### config.mk
export PLATFORM = sky130hd
export DESIGN_NAME = radix4_booth_pp_accumulator
export DESIGN_NICKNAME = d
export VERILOG_FILES = /design/src/rtl/radix4_booth_pp_accumulator.sv
export SDC_FILE = /design/constraint.sdc
export NUM_CORES = 1
export LEC_CHECK = 0
export ABC_AREA = 1
export CORE_ASPECT_RATIO = 1.75
export CORE_MARGIN = 2
export CORE_UTILIZATION = 55
export DETAILED_ROUTE_END_ITERATION = 16
export GPL_ROUTABILITY_DRIVEN = 0
export PLACE_DENSITY = 0.79
export SETUP_SLACK_MARGIN = 0.2
export SLEW_MARGIN = 20
export SYNTH_ARGS = -nofsm -noshare
export SYNTH_HDL_FRONTEND = slang
export SYNTH_SLANG_ARGS = --single-unit
### constraint.sdc
create_clock -name clk -period 4.3 [get_ports clk]
set_input_delay 1.29 -clock clk [delete_from_list [all_inputs] [get_ports clk]]
set_output_delay 1.29 -clock clk [all_outputs]
set_load 0.005 [all_outputs]
### src/rtl/radix4_booth_pp_accumulator.sv
// radix4_booth_pp_accumulator: accumulates radix-4 Booth partial-product rows into a signed 2*WIDTH product
module radix4_booth_pp_accumulator #(
    parameter int WIDTH  = 16,
    parameter int NUM_PP = WIDTH / 2
) (
    input  logic                 clk,
    input  logic                 rst,
    input  logic                 pp_valid,
    output logic                 pp_ready,
    input  logic [WIDTH:0]       pp_data,
    input  logic                 pp_s,
    input  logic                 pp_e,
    input  logic                 pp_last,
    output logic                 prod_valid,
    input  logic                 prod_ready,
    output logic [2*WIDTH-1:0]   prod_data,
    output logic [NUM_PP-1:0]    prod_neg_mask,
    output logic                 prod_err
);
    localparam int CW = NUM_PP > 1 ? $clog2(NUM_PP) : 1;
    typedef enum logic [1:0] {IDLE, ACCUM, DONE} state_t;
    state_t state;
    logic [CW-1:0] cnt;
    logic accept, last_row, closing, row_err;
    logic [2*WIDTH-1:0] addend;
    if (NUM_PP != WIDTH / 2) begin : g_bad_num_pp
        $error("NUM_PP must equal WIDTH/2");
    end
    assign pp_ready = !rst && state != DONE;
    assign prod_valid = state == DONE;
    always_comb begin
        accept = pp_valid && pp_ready;
        last_row = cnt == CW'(NUM_PP - 1);
        closing = pp_last || last_row;
        row_err = (pp_last != last_row) || (pp_data != '0 && pp_e == pp_data[WIDTH]);
        addend = {{(WIDTH - 1){pp_data[WIDTH]}}, pp_data} << {cnt, 1'b0};
    end
    // cnt is 0 whenever state is IDLE, so row 0 always uses a zero shift
    always_ff @(posedge clk or posedge rst) begin
        if (rst) begin
            state <= IDLE;
            cnt <= '0;
            prod_data <= '0;
            prod_neg_mask <= '0;
            prod_err <= 1'b0;
        end else if (state == DONE) begin
            if (prod_ready) begin
                state <= IDLE;
                prod_err <= 1'b0;
            end
        end else if (accept) begin
            state <= closing ? DONE : ACCUM;
            cnt <= closing ? '0 : cnt + 1'b1;
            prod_data <= (state == IDLE) ? addend : prod_data + addend;
            prod_neg_mask <= ((state == IDLE) ? '0 : prod_neg_mask) | (NUM_PP'(pp_s) << cnt);
            prod_err <= ((state == IDLE) ? 1'b0 : prod_err) | row_err;
        end
    end
endmodule

# After elaboration in Yosys (flattened, before gate mapping)
# Index checks and enable logic that the tools add are counted.
[totals] out_inout_bits=43 ff_bits=46 in_bits=24
[classes] n_reduce_logical=11 add_sub_neg=2 eq_ne=6 bitwise=3 mux=11 shifts=2
[ops] cell="adder 32 bit" count=1
[ops] cell="two-way mux 32 bit" count=1
[ops] cell="<< shifter 32 x 4 -> 32 bit" count=1
[ops] cell="nonzero test 17 bit" count=1
[ops] cell="two-way mux 2 bit" count=4
[ops] cell="two-way mux 8 bit" count=1
[ops] cell="bitwise OR 8 bit" count=1
[ops] cell="<< shifter 1 x 3 -> 8 bit" count=1
[ops] cell="two-way mux 1 bit" count=4
[ops] cell="AND reduction 2 bit" count=2
[ops] cell="adder 3 x 1 -> 3 bit (second input constant)" count=1
[ops] cell="equality test 3 bit (second input constant)" count=1
[ops] cell="logical AND 1 bit" count=3
[ops] cell="two-way mux 3 bit" count=1
[ops] cell="equality test 2 bit (second input constant)" count=1
[ops] cell="zero test 2 bit" count=1
[ops] cell="logical OR 1 bit" count=2
[ops] cell="inequality test 2 x 1 -> 1 bit (second input constant)" count=1
[ops] cell="inequality test 2 bit (second input constant)" count=1
[ops] cell="nonzero test 2 bit" count=1
[ops] cell="equality test 1 bit" count=1
[ops] cell="zero test 1 bit" count=1
[ops] cell="inequality test 1 bit" count=1
[ops] cell="inverter 1 bit" count=1
[ops] cell="bitwise OR 1 bit" count=1

# Longest topological paths before layout
[logic_depth] word_depth=6 mapped_depth=22 ltp_nobuf=21

# Worst setup path after synthesis
# No wires, ideal clock.
[synth_path] path_kind="in2reg" start="input port pp_data[0]" end="register prod_data[16]" t_arrival_ps=2944 path_slack_ps=1236 path_stages=18 n_path_buf=0 setup_ps=120 path_cell_list="inv_1 nor2_1 inv_1 nor2_1 nand2_1 inv_1 ha_1 fa_1 nand3_1 nand3_2 nand2_1 nand2_2 inv_2 nor2_2 nor2_1 o21ai_0 o21ai_1 nand2_1"
[synth_between] elab_chain_len=3
[synth_rtl] element="start: declaration" line_no="10" source="input logic [WIDTH:0] pp_data,"
[synth_rtl] element="<< shifter 32 x 4 -> 32 bit *" line_no="36" source="addend = {{(WIDTH - 1){pp_data[WIDTH]}}, pp_data} << {cnt, 1'b0};"
[synth_rtl] element="adder 32 bit" line_no="54" source="prod_data <= (state == IDLE) ? addend : prod_data + addend;"
[synth_rtl] element="two-way mux 32 bit *" line_no="54"
[synth_rtl] element="end signal: assignment" line_no="54"
[synth_rtl] element="end: declaration" line_no="16" source="output logic [2*WIDTH-1:0] prod_data,"
# Mark *: on every way between the ends. The rest lies on a longest branch, timed or not.
# A chain may end at the register's enable or synchronous reset.

# Worst setup path after layout
[layout_path] start="input port pp_data[2]" end="register prod_data[30]"
# The elaborated chain is that of the path after synthesis.

==> metrics.md <==
| Metric | Value |
|---|---|
| Result of the run | finished, final reports clean |
| Routed Wire Length | 16.7 mm |
| Transition time at the pin with the least slew margin | 1.01 ns |
| Critical path arrival | 4.07 ns |
| Maximum achievable frequency | 0.261 GHz |
| N_diodes | 0 |
| Placed cell count | 1,069 |
| Nets | 1,013 |
| Top cells by area, synth | sky130_fd_sc_hd__dfrtp_1 (21%), sky130_fd_sc_hd__nand2_1 (21%), sky130_fd_sc_hd__inv_1 (11%), sky130_fd_sc_hd__ha_1 (7.9%), sky130_fd_sc_hd__o21ai_1 (4.3%) |
| Starting density of the core | 0.568 |
| Final period utilization | 0.892 |
| Height of the die | 135 um |
| Number of slew-limit violations in the final report | 0 |
| Final setup violation count | 0 |
| Critical Path, Cell by Cell | clkdlybuf4s50_1 -> nand2_1 -> o21ai_1 -> mux2i_1 -> mux2i_2 -> ha_1 -> nand2_1 -> inv_2 -> nand2_1 -> nand2_1 -> nand2_1 -> nand2_1 -> a21oi_1 -> nand2_1 -> nand2_1 -> nand3_1 -> a21oi_1 |
| Delay contributed by the slowest stage of the critical path | 0.53 ns |
| Mapped Avg Cell Area | 5.99 um2 |
| Detailed-route via count | 5,755 |
| Post-synth net total | 956 |
| Destination of the worst register-to-register timing path | prod_data[28]$_DFFE_PP0P_ |
| Hold Path Stages | 2 |
| Number of register bits inferred by synthesis | 46 |
| Kind of end point of the critical path | flip-flop |
| TritonCTS clock tree | yes |
| CTS H-Tree Depth | 2 |
| Vias per inst | 5.34 |
| Most prevalent standard cell on the critical path | sky130_fd_sc_hd__nand2_1 |
| Router iterations before antenna repair | 6 |
| Max-slew headroom | 0.329 |
| Crit start category | primary input |
| HPWL Detailed | 13.1 mm |
| Synth unique cells | 40 |
| Final Instance Count excl. Fillers | 1,077 |
| Die outline width | 78.7 um |
| Clk sinks | 46 |
| CP Data Required Time | 4.53 ns |
| Overflow left after global routing | 0 |
| Mapped Cells | 897 |
| End point of the most critical hold path | prod_neg_mask[2]$_DFFE_PP0P_ |
| Dominant register cell in the synthesized netlist | sky130_fd_sc_hd__dfrtp_1 |
| Number of warnings printed during yosys synthesis | 0 |
| Ratio of cells with drive above 1 in the final layout | 0.0890 |
| Sequential standard cell area | 1150 um2 |
| Final period demand of the worst path | 3.84 ns |
| Via count of the first global-routing pass | 5,592 |
| Starting DRT DRC Count | 406 |
| Maxcap violations | 0 |
| Source of the worst register-to-register timing path | cnt[2]$_DFFE_PP0P_ |
| Largest clock skew in the final design | 0.00877 ns |
| Core Area | 9470 um2 |
| Number of hold buffers added after cts | 0 |
| Class of the tightest hold or removal check | reg2reg |
| Critical path's top delay family | simple AND/OR/NAND/NOR gates |
| Core occupancy in the finished layout | 0.659 |
| Reg clk slew, reported paths | 0.07 ns |
| Maximum number of pins on one net before global-route repair | 47 |
| Worst-Skew Late Latency | 0.30 ns |
| Longest Clk Path Bufs | 2 |
| Cell at the root of the clock tree | sky130_fd_sc_hd__clkbuf_16 |
| Final count of hold timing violations | 0 |
| Area growth from synthesis to final layout | 16.1% |
| Number of placement rows | 47 |
| Count of unresolved DRC violations after routing | 0 |
| Number of top-level design ports | 67 |
| Port buffer count | 66 |
| Number of inserted filler cells in the final layout | 925 |
| Overall fraction of global-route tracks in use | 0.327 |
| Post-synth design cell area | 5380 um2 |
| Summed negative setup slack over all endpoints | 0 ns |
| Average wire per cell in the routed design | 15.5 um |
| Cell with the largest stage delay on the worst path | sky130_fd_sc_hd__clkdlybuf4s50_1 |
| RSZ-0062 raised after global routing | no |
| Kind of critical path | in2reg |
| Proportion of register bits with asynchronous set or reset after synthesis | 1.00 |
| Wire length of the first global-routing pass | 26.9 mm |
| CP max FO | 5 |
| Area share of the leading cell type in the synthesized netlist | 0.214 |
| Launch point of the worst path | pp_data[2] |
| Number of antenna-violating nets in the routed design | 0 |
| Post-synthesis cell type with the largest combined area | sky130_fd_sc_hd__dfrtp_1 |
| Fraction of the yosys area taken by sequential cells | 0.214 |
| Area taken by multi-input logic gates | 3430 um2 |
| Worst Path Buf+Inv | 2 |
| Number of enable-type register cells in the synthesized netlist | 0 |
| Full die area | 10,600 um2 |
| TritonCTS buffer count | 5 |
| Worst hold start | prod_neg_mask[2]$_DFFE_PP0P_ |
| Depth of the worst register-to-register path | 14 |
| Antenna violations before repair | 0 |
| R2R setup slack | 0.88 ns |
==> cell usage after synthesis, types with 6 or more instances <==
library cell	instances
sky130_fd_sc_hd__clkbuf_1	6
sky130_fd_sc_hd__or2_2	9
sky130_fd_sc_hd__o21ai_0	29
sky130_fd_sc_hd__nand3_1	43
sky130_fd_sc_hd__nand4_1	8
sky130_fd_sc_hd__a21oi_1	33
sky130_fd_sc_hd__inv_1	157
sky130_fd_sc_hd__mux2i_1	6
sky130_fd_sc_hd__nand2_2	19
sky130_fd_sc_hd__nor2_1	51
sky130_fd_sc_hd__a21boi_1	7
sky130_fd_sc_hd__ha_1	34
sky130_fd_sc_hd__buf_6	6
sky130_fd_sc_hd__xnor2_1	6
sky130_fd_sc_hd__nand2_1	303
sky130_fd_sc_hd__buf_2	8
sky130_fd_sc_hd__nor2_2	8
sky130_fd_sc_hd__and2_1	7
sky130_fd_sc_hd__dfrtp_1	46
sky130_fd_sc_hd__inv_2	10
sky130_fd_sc_hd__o21ai_1	46
==> sequential cells by signal (all words and copies together), names as in the netlist <==
signal	flops
prod_neg_mask	8
prod_err	1
state	2
cnt	3
prod_data	32
==> placed cells by master, fill, tap and decap left out, types with 6 or more instances in the layout <==
cell and n:
sky130_fd_sc_hd__or2_2 9, sky130_fd_sc_hd__dfrtp_1 46, sky130_fd_sc_hd__nand2_2 19, sky130_fd_sc_hd__mux2i_1 6, sky130_fd_sc_hd__clkdlybuf4s50_1 66, sky130_fd_sc_hd__buf_4 9
sky130_fd_sc_hd__inv_2 10, sky130_fd_sc_hd__ha_1 34, sky130_fd_sc_hd__o21ai_0 28, sky130_fd_sc_hd__nand3_1 43, sky130_fd_sc_hd__a21oi_1 33, sky130_fd_sc_hd__o21ai_1 46
sky130_fd_sc_hd__inv_1 156, sky130_fd_sc_hd__and2_1 7, sky130_fd_sc_hd__nand4_1 8, sky130_fd_sc_hd__nand2_1 303, sky130_fd_sc_hd__a21boi_1 7, sky130_fd_sc_hd__xnor2_1 6
sky130_fd_sc_hd__o21ai_2 6, sky130_fd_sc_hd__nor2_1 51, sky130_fd_sc_hd__nor2_2 8
==> worst max-delay path by stage <==
stage,end,slack [ns],cells after the start
4_1_cts,prod_data[26]$_DFFE_PP0P_,0.49,17
6_report,prod_data[30]$_DFFE_PP0P_,0.46,17
2_1_floorplan,prod_data[16]$_DFFE_PP0P_,1.24,18
3_3_place_gp,prod_data[30]$_DFFE_PP0P_,0.20,17
5_1_grt,prod_data[29]$_DFFE_PP0P_,0.20,21
3_5_place_dp,prod_data[26]$_DFFE_PP0P_,0.18,17
==> cells by family (layout without fill, tap and decap cells) <==
group | after synthesis | in the layout | share of synthesized area
AOI/OAI and AO/OA | 140 | 140 | 0.146
xor gates and xnor gates | 10 | 10 | 0.0163
adders and majority gates | 35 | 35 | 0.0829
buffers and inverters | 192 | 250 | 0.148
DFF | 46 | 46 | 0.214
muxes | 7 | 7 | 0.0137
and+or+nand+nor | 467 | 467 | 0.379
==> area by class of cell <==
cell class	instances	share of cell area
clock inverters	3	0.00341
repair buffers	75	0.117
well taps	122	0.0245
inverters	167	0.101
multi-input cells	659	0.550
flip-flops and latches	46	0.184
clock buffers	5	0.0201
==> tightest hold or removal path, stage by stage (launching register included) <==
cell and delay, ns:
sky130_fd_sc_hd__dfrtp_1 0.35, sky130_fd_sc_hd__nand2_1 0.05, sky130_fd_sc_hd__o21ai_0 0.06
==> repair_timing <==
action | in CTS | in global routing
gates resized for setup | 0 | 2
setup buffers | 0 | 0
setup endpoints to repair | 0 | 3
==> per-layer routing <==
metal	vias to the layer above	global-route usage	routed length [um]
met1	2552	0.346	6150
met5	-	0	0
li1	2914	-	-
met2	211	0.590	8540
met3	78	0.0334	718
met4	0	0.237	1240
==> through the flow <==
stage,setup slack [ns],area [um2],hold slack (ns)
6_report,0.463,6240,0.496
5_1_grt,0.202,6240,0.529
4_1_cts,0.491,6230,0.501
3_5_place_dp,0.185,6090,0.477
3_3_place_gp,0.199,6090,0.479
2_1_floorplan,1.24,5380,0.476
Power is left out: the tool's default activity adds up to more than one toggle a clock period on the data nets, which glitch-free logic cannot reach.
